**src/rtl/uart_frame_gen_pkg.sv**
```systemverilog
// Shared types and helpers for the UART frame generator.
// Frame configuration is captured once per frame so mid-frame input changes are ignored.
package uart_frame_gen_pkg;

  localparam int unsigned MaxCntW = 32;
  localparam int unsigned BitCntW = 5;

  typedef enum logic [2:0] {
    StIdle,
    StStart,
    StData,
    StParity,
    StStop,
    StBreak
  } state_e;

  typedef struct packed {
    logic [MaxCntW-1:0] div;
    logic               parity_en;
    logic               parity_odd;
    logic               stop2;
    logic               inj_par;
    logic               inj_frm;
  } frame_cfg_t;

  // Break is held low for twice the nominal frame length; returns the down-counter reload.
  function automatic logic [BitCntW-1:0] break_reload(input int unsigned data_width,
                                                      input logic        parity_en,
                                                      input logic        stop2);
    int unsigned periods;
    periods = 2 * (data_width + 2 + 32'(parity_en) + 32'(stop2));
    return BitCntW'(periods - 1);
  endfunction

endpackage

```
**src/rtl/prim_fifo_sync.sv**
```systemverilog
// Synchronous FIFO with optional pass-through when empty.
// Occupancy is tracked by an explicit counter so non-power-of-two depths work.
module prim_fifo_sync #(
  parameter int unsigned Width  = 16,
  parameter bit          Pass   = 1'b1,
  parameter int unsigned Depth  = 4,
  localparam int unsigned DepthW = $clog2(Depth + 1)
) (
  input  logic              clk_i,
  input  logic              rst_ni,
  input  logic              wvalid_i,
  output logic              wready_o,
  input  logic [Width-1:0]  wdata_i,
  output logic              rvalid_o,
  input  logic              rready_i,
  output logic [Width-1:0]  rdata_o,
  output logic [DepthW-1:0] depth_o
);

  localparam int unsigned PtrW = $clog2(Depth);

  logic [Width-1:0]  mem_q [Depth];
  logic [PtrW-1:0]   wptr_q, wptr_d;
  logic [PtrW-1:0]   rptr_q, rptr_d;
  logic [DepthW-1:0] cnt_q, cnt_d;
  logic              empty, full, pass_thru, do_write, do_read;

  function automatic logic [PtrW-1:0] ptr_inc(input logic [PtrW-1:0] p);
    return (p == PtrW'(Depth - 1)) ? '0 : p + 1'b1;
  endfunction

  always_comb begin
    empty     = (cnt_q == '0);
    full      = (cnt_q == DepthW'(Depth));
    pass_thru = Pass && empty;
    wready_o  = !full;
    rvalid_o  = !empty || (pass_thru && wvalid_i);
    rdata_o   = pass_thru ? wdata_i : mem_q[rptr_q];
    depth_o   = cnt_q;
    // A pass-through beat consumed in the same cycle never touches storage.
    do_write  = wvalid_i && !full && !(pass_thru && rready_i);
    do_read   = rready_i && !empty;

    wptr_d = do_write ? ptr_inc(wptr_q) : wptr_q;
    rptr_d = do_read  ? ptr_inc(rptr_q) : rptr_q;
    unique case ({do_write, do_read})
      2'b10:   cnt_d = cnt_q + 1'b1;
      2'b01:   cnt_d = cnt_q - 1'b1;
      default: cnt_d = cnt_q;
    endcase
  end

  always_ff @(posedge clk_i or negedge rst_ni) begin
    if (!rst_ni) begin
      wptr_q <= '0;
      rptr_q <= '0;
      cnt_q  <= '0;
    end else begin
      wptr_q <= wptr_d;
      rptr_q <= rptr_d;
      cnt_q  <= cnt_d;
    end
  end

  always_ff @(posedge clk_i) begin
    if (do_write) begin
      mem_q[wptr_q] <= wdata_i;
    end
  end

endmodule

```
**src/rtl/uart_frame_gen.sv**
```systemverilog
// UART serial stimulus generator: turns a buffered byte stream into framed serial data,
// with run-time baud divisor, parity, stop bits, error injection and line break.
module uart_frame_gen
  import uart_frame_gen_pkg::*;
#(
  parameter int unsigned DataWidth = 8,
  parameter int unsigned FifoDepth = 4,
  parameter int unsigned CntW      = 16
) (
  input  logic                               clk_i,
  input  logic                               rst_ni,
  input  logic [DataWidth-1:0]               data_i,
  input  logic                               valid_i,
  output logic                               ready_o,
  input  logic [CntW-1:0]                    baud_div_i,
  input  logic                               parity_en_i,
  input  logic                               parity_odd_i,
  input  logic                               stop2_i,
  input  logic                               inj_parity_err_i,
  input  logic                               inj_frame_err_i,
  input  logic                               break_req_i,
  output logic                               tx_o,
  output logic                               busy_o,
  output logic                               frame_done_o,
  output logic [$clog2(FifoDepth+1)-1:0]     fifo_depth_o
);

  state_e               state_q, state_d;
  frame_cfg_t           cfg_q, cfg_d, cfg_new;
  logic [MaxCntW-1:0]   cnt_q, cnt_d;
  logic [BitCntW-1:0]   bit_q, bit_d;
  logic [DataWidth-1:0] shift_q, shift_d;
  logic                 par_q, par_d;

  logic                 fifo_rvalid, fifo_rready;
  logic [DataWidth-1:0] fifo_rdata;
  logic                 tick, fetch;

  prim_fifo_sync #(
    .Width (DataWidth),
    .Pass  (1'b0),
    .Depth (FifoDepth)
  ) u_fifo (
    .clk_i    (clk_i),
    .rst_ni   (rst_ni),
    .wvalid_i (valid_i),
    .wready_o (ready_o),
    .wdata_i  (data_i),
    .rvalid_o (fifo_rvalid),
    .rready_i (fifo_rready),
    .rdata_o  (fifo_rdata),
    .depth_o  (fifo_depth_o)
  );

  assign busy_o = (state_q != StIdle);

  always_comb begin
    state_d      = state_q;
    cfg_d        = cfg_q;
    cnt_d        = cnt_q;
    bit_d        = bit_q;
    shift_d      = shift_q;
    par_d        = par_q;
    fifo_rready  = 1'b0;
    frame_done_o = 1'b0;
    tx_o         = 1'b1;
    fetch        = 1'b0;

    cfg_new.div        = MaxCntW'(baud_div_i);
    cfg_new.parity_en  = parity_en_i;
    cfg_new.parity_odd = parity_odd_i;
    cfg_new.stop2      = stop2_i;
    cfg_new.inj_par    = inj_parity_err_i;
    cfg_new.inj_frm    = inj_frame_err_i;

    tick = (cnt_q == '0);
    if (!tick) begin
      cnt_d = cnt_q - 1'b1;
    end

    unique case (state_q)
      StIdle: begin
        if (break_req_i) begin
          state_d       = StBreak;
          cfg_d         = cfg_new;
          cfg_d.stop2   = 1'b0;
          cfg_d.inj_frm = 1'b0;
          cnt_d         = cfg_new.div;
          bit_d         = break_reload(DataWidth, parity_en_i, stop2_i);
        end else begin
          fetch = fifo_rvalid;
        end
      end
      StStart: begin
        tx_o = 1'b0;
        if (tick) begin
          state_d = StData;
          bit_d   = '0;
          cnt_d   = cfg_q.div;
        end
      end
      StData: begin
        tx_o = shift_q[0];
        if (tick) begin
          cnt_d   = cfg_q.div;
          shift_d = shift_q >> 1;
          if (bit_q == BitCntW'(DataWidth - 1)) begin
            state_d = cfg_q.parity_en ? StParity : StStop;
            bit_d   = '0;
          end else begin
            bit_d = bit_q + 1'b1;
          end
        end
      end
      StParity: begin
        tx_o = par_q ^ cfg_q.parity_odd ^ cfg_q.inj_par;
        if (tick) begin
          state_d = StStop;
          bit_d   = '0;
          cnt_d   = cfg_q.div;
        end
      end
      StStop: begin
        tx_o = !((bit_q == '0) && cfg_q.inj_frm);
        if (tick) begin
          if ((bit_q == '0) && cfg_q.stop2) begin
            bit_d = BitCntW'(1);
            cnt_d = cfg_q.div;
          end else begin
            // Chain straight into the next buffered frame so there is no idle gap.
            frame_done_o = 1'b1;
            state_d      = StIdle;
            fetch        = fifo_rvalid;
          end
        end
      end
      StBreak: begin
        tx_o = 1'b0;
        if (tick) begin
          cnt_d = cfg_q.div;
          if (bit_q == '0) begin
            state_d = StStop;
          end else begin
            bit_d = bit_q - 1'b1;
          end
        end
      end
      default: state_d = StIdle;
    endcase

    if (fetch) begin
      fifo_rready = 1'b1;
      state_d     = StStart;
      cfg_d       = cfg_new;
      cnt_d       = cfg_new.div;
      shift_d     = fifo_rdata;
      par_d       = ^fifo_rdata;
    end
  end

  always_ff @(posedge clk_i or negedge rst_ni) begin
    if (!rst_ni) begin
      state_q <= StIdle;
      cfg_q   <= '0;
      cnt_q   <= '0;
      bit_q   <= '0;
      shift_q <= '0;
      par_q   <= 1'b0;
    end else begin
      state_q <= state_d;
      cfg_q   <= cfg_d;
      cnt_q   <= cnt_d;
      bit_q   <= bit_d;
      shift_q <= shift_d;
      par_q   <= par_d;
    end
  end

endmodule

```
**config.mk**
```make
export PLATFORM = sky130hd
export DESIGN_NAME = uart_frame_gen
export DESIGN_NICKNAME = d
export VERILOG_FILES = /design/src/rtl/uart_frame_gen_pkg.sv /design/src/rtl/prim_fifo_sync.sv /design/src/rtl/uart_frame_gen.sv
export SDC_FILE = /design/constraint.sdc
export NUM_CORES = 1
export LEC_CHECK = 0
export BUFFER_PORTS_ARGS = -buffer_cell sky130_fd_sc_hd__buf_4
export CAP_MARGIN = 10
export CORE_MARGIN = 3
export CORE_UTILIZATION = 45
export DETAILED_ROUTE_END_ITERATION = 10
export PLACE_DENSITY_LB_ADDON = 0.15
export SETUP_SLACK_MARGIN = 0.5
export SYNTH_ARGS = -nofsm -noshare
export SYNTH_HDL_FRONTEND = slang
export SYNTH_SLANG_ARGS = --single-unit
```
**constraint.sdc**
```tcl
create_clock -name clk_i -period 3 [get_ports clk_i]
set_input_delay 0.15 -clock clk_i [delete_from_list [all_inputs] [get_ports clk_i]]
set_output_delay 0.15 -clock clk_i [all_outputs]
set_load 0.005 [all_outputs]
```
==> impl_metrics.json <==
{
  "status": "finished, final reports clean",
  "maxSlewViolCount": 0,
  "h-tree-depth": 3,
  "cp-end-kind": "flop",
  "clock_skew_ns": 0.007569,
  "fin_crit_sh_pct": 86.98,
  "critPathMaxStageDelay_ns": 0.41,
  "synth.yosys.seq_area_share_pct": 50.73,
  "routed_wl_um": 13320,
  "rows": 40,
  "rsz0062_at_grt": "true",
  "path_max_fanout": 3,
  "grt_pass1_vias": 4354,
  "synth_fp_nets": 597,
  "core_area_um2": 12210,
  "register_area_um2": 2889,
  "grt_first_pass_wirelength_um": 22450,
  "cts_buffers": 9,
  "place_area_um2": 6305,
  "ys_ff_latch": 109,
  "synth-edff-count": 32,
  "num_vias": 4462,
  "initial_core_util_pct": 46.62,
  "crit_required_ns": 3.28,
  "final_cell_mix": "nand2_1, dfrtp_1, buf_4",
  "reg2reg_from": "cnt_q[22]$_DFF_PN0_",
  "r2r_end": "u_fifo.depth_o[2]$_DFFE_PN0P_",
  "reg2reg_slack_ns": 0.39,
  "max_freq_mhz": 383.2,
  "leakagePower_nw": 2.789,
  "grt_usage_pct": 19.82,
  "dp.cells": 755,
  "dpl_worst_slack_ns": 0.2331,
  "die_w_um": 118.5,
  "setup_violations": 0,
  "drc_errors": 0,
  "dp_hpwl_um": 9342,
  "clk_pin_slew_ns": 0.08,
  "ys_warn_count": 0,
  "critPathArrivalTime_ns": 2.89,
  "fin_ws_ns": 0.3906,
  "timing.setup.tns_ns": 0,
  "final_common_cell": "nand2_1",
  "io_buffers": 39,
  "synth_area_um2": 5693,
  "finalInstanceArea_um2": 6930,
  "die_y_um": 118.5,
  "final_cell_count_no_fill": 801,
  "critPathSlowestCell": "dfrtp_1",
  "gp_congestion": 0.9116,
  "multi_input_area_um2": 2723,
  "antenna_cells": 0,
  "holdPathEnd": "cfg_q[19]$_DFFE_PN0P_",
  "tightest_slew_ns": 0.9897,
  "synth_flop_cell": "dfrtp_1",
  "nFillCells": 1077,
  "hold_start": "baud_div_i[14]",
  "cts.sinks": 109,
  "worstSkewPairLatency_ns": 0.36,
  "antenna_found_initial": 0,
  "ir_worst_vdd_v": 0.0004479,
  "holdPathStages": 3,
  "finalHoldViolCount": 0,
  "first_pass_iters": 5,
  "vias_per_cell": 5.571,
  "hp-class": "primary input to flop",
  "max_cap_violations": 0,
  "min_period_ns": 2.609,
  "cts.path.max_buffers": 2,
  "area_delta_synth_final_pct": 21.74,
  "crit_path_cell_trace": "nor4_1 -> buf_4 -> nand4_1 -> nor4_4 -> o21ai_4 -> inv_4 -> ha_4 -> inv_2 -> fa_2 -> xor2_1 -> nor2_1 -> xor2_1",
  "cts_tree": "yes",
  "crit_start": "cnt_q[22]$_DFF_PN0_",
  "p_per_area_nw_per_um2": 529.9,
  "nets": 674,
  "power.total_mw": 3.672,
  "grt_overflow": 0,
  "async_reset_ff_share_pct": 70.64,
  "drive_above_1_share_pct": 21.80,
  "synthDistinctLibCells": 65,
  "start_kind": "flop",
  "r2r_cells": 12,
  "wl_per_cell_um": 16.62,
  "synth_area_per_cell_um2": 10.33,
  "dieArea_um2": 14040,
  "ant_nets": 0,
  "root_buffer": "clkbuf_16",
  "grt_max_degree": 78,
  "slew-limit-headroom_pct": 34.02,
  "path_class": "flop to flop",
  "drt_iter0_drc": 226,
  "io-pin-count": 40,
  "cp_common_cell": "xor2_1",
  "synthCells": 551
}
logic make-up after synthesis:
group	synth area share, %
buffers and inverters	3.451
AO/OA/AOI/OAI	12.07
adder cells (fa/ha/maj)	2.989
flip-flops	50.73
multiplexers	5.121
XOR/XNOR	5.385
AND/OR/NAND/NOR	20.26
synth_stat cells (15+ instances only):
cell type	instances	area share (%)
nand3_1	15	1.3
nor3_1	15	1.3
xor2_1	16	2.5
edfxtp_1	32	17
nor2_1	44	2.9
dfrtp_1	77	34
inv_1	20	1.3
nand2_1	101	6.7
o21ai_0	16	1.4
xnor2_1	19	2.9
metal layers:
metal  vias up  track usage [%]  part of all wire [%]
li1       2119                -                     -
met1      2215            27.69                    47
met2       108            30.65                    46
met3        20            5.024                   4.9
met4         0            5.938                   1.6
met5         -                0                     0
sequential cells by signal, indices dropped and copies added, names as in the netlist:
| register | flops |
|---|---|
| cnt_q | 32 |
| u_fifo.mem_q | 32 |
| cfg_q | 21 |
| shift_q | 8 |
| bit_q | 5 |
| state_q | 3 |
| u_fifo.depth_o | 3 |
| u_fifo.rptr_q | 2 |
| u_fifo.wptr_q | 2 |
| par_q | 1 |
how the worst max path moves through the flow:
| stage | to | slack, ns | cells after the start |
|---|---|---|---|
| 2_1_floorplan | u_fifo.depth_o[2]$_DFFE_PN0P_ | 0.21 | 13 |
| 3_3_place_gp | u_fifo.depth_o[2]$_DFFE_PN0P_ | 0.33 | 13 |
| 3_5_place_dp | u_fifo.depth_o[2]$_DFFE_PN0P_ | 0.23 | 13 |
| 4_1_cts | u_fifo.depth_o[2]$_DFFE_PN0P_ | 0.38 | 13 |
| 5_1_grt | u_fifo.depth_o[2]$_DFFE_PN0P_ | 0.22 | 12 |
| 6_report | u_fifo.depth_o[2]$_DFFE_PN0P_ | 0.39 | 12 |
critical path, delay by kind of cell, from the launching register on:
family | cells | cell delay (ns)
DFF | 1 | 0.41
adders and majority gates | 2 | 0.45
AOI/OAI and AO/OA | 1 | 0.11
xor gates and xnor gates | 2 | 0.33
buffers and inverters | 3 | 0.30
and+or+nand+nor | 4 | 0.94
power breakdown:
part           internal, mW  total [mW]  switching, mW
logic                 0.299       0.628          0.329
clock network         0.593        1.21          0.617
registers              1.71        1.83          0.121
total                  2.61        3.67           1.07
what timing repair did:
action / 4_1_cts / 5_1_grt
endpoints found under the setup margin: 2 / 31
pin swaps: 8 / 3
hold buffers: 18 / 0
setup buffers: 7 / 5
resized for setup: 3 / 10
hold endpoints to repair: 52 / 0
metrics by stage:
step | utilization [%] | hold slack, ns
finish | 56.75 | 0.008746
detailed placement | 51.63 | 0.3540
global placement | 51.63 | 0.3498
CTS | 56.16 | 0.001284
floorplan | - | -0.1456
global route | 56.75 | 0.01590
final cells by class:
type | count | share of cell area [%]
clock inverter | 7 | 1.047
timing repair buffer | 89 | 10.53
inverter | 21 | 1.173
sequential | 109 | 41.69
multi-input combinational | 398 | 39.29
clock buffer | 9 | 3.250
tap | 168 | 3.033
Note: power is estimated with default switching activity, not from simulation.
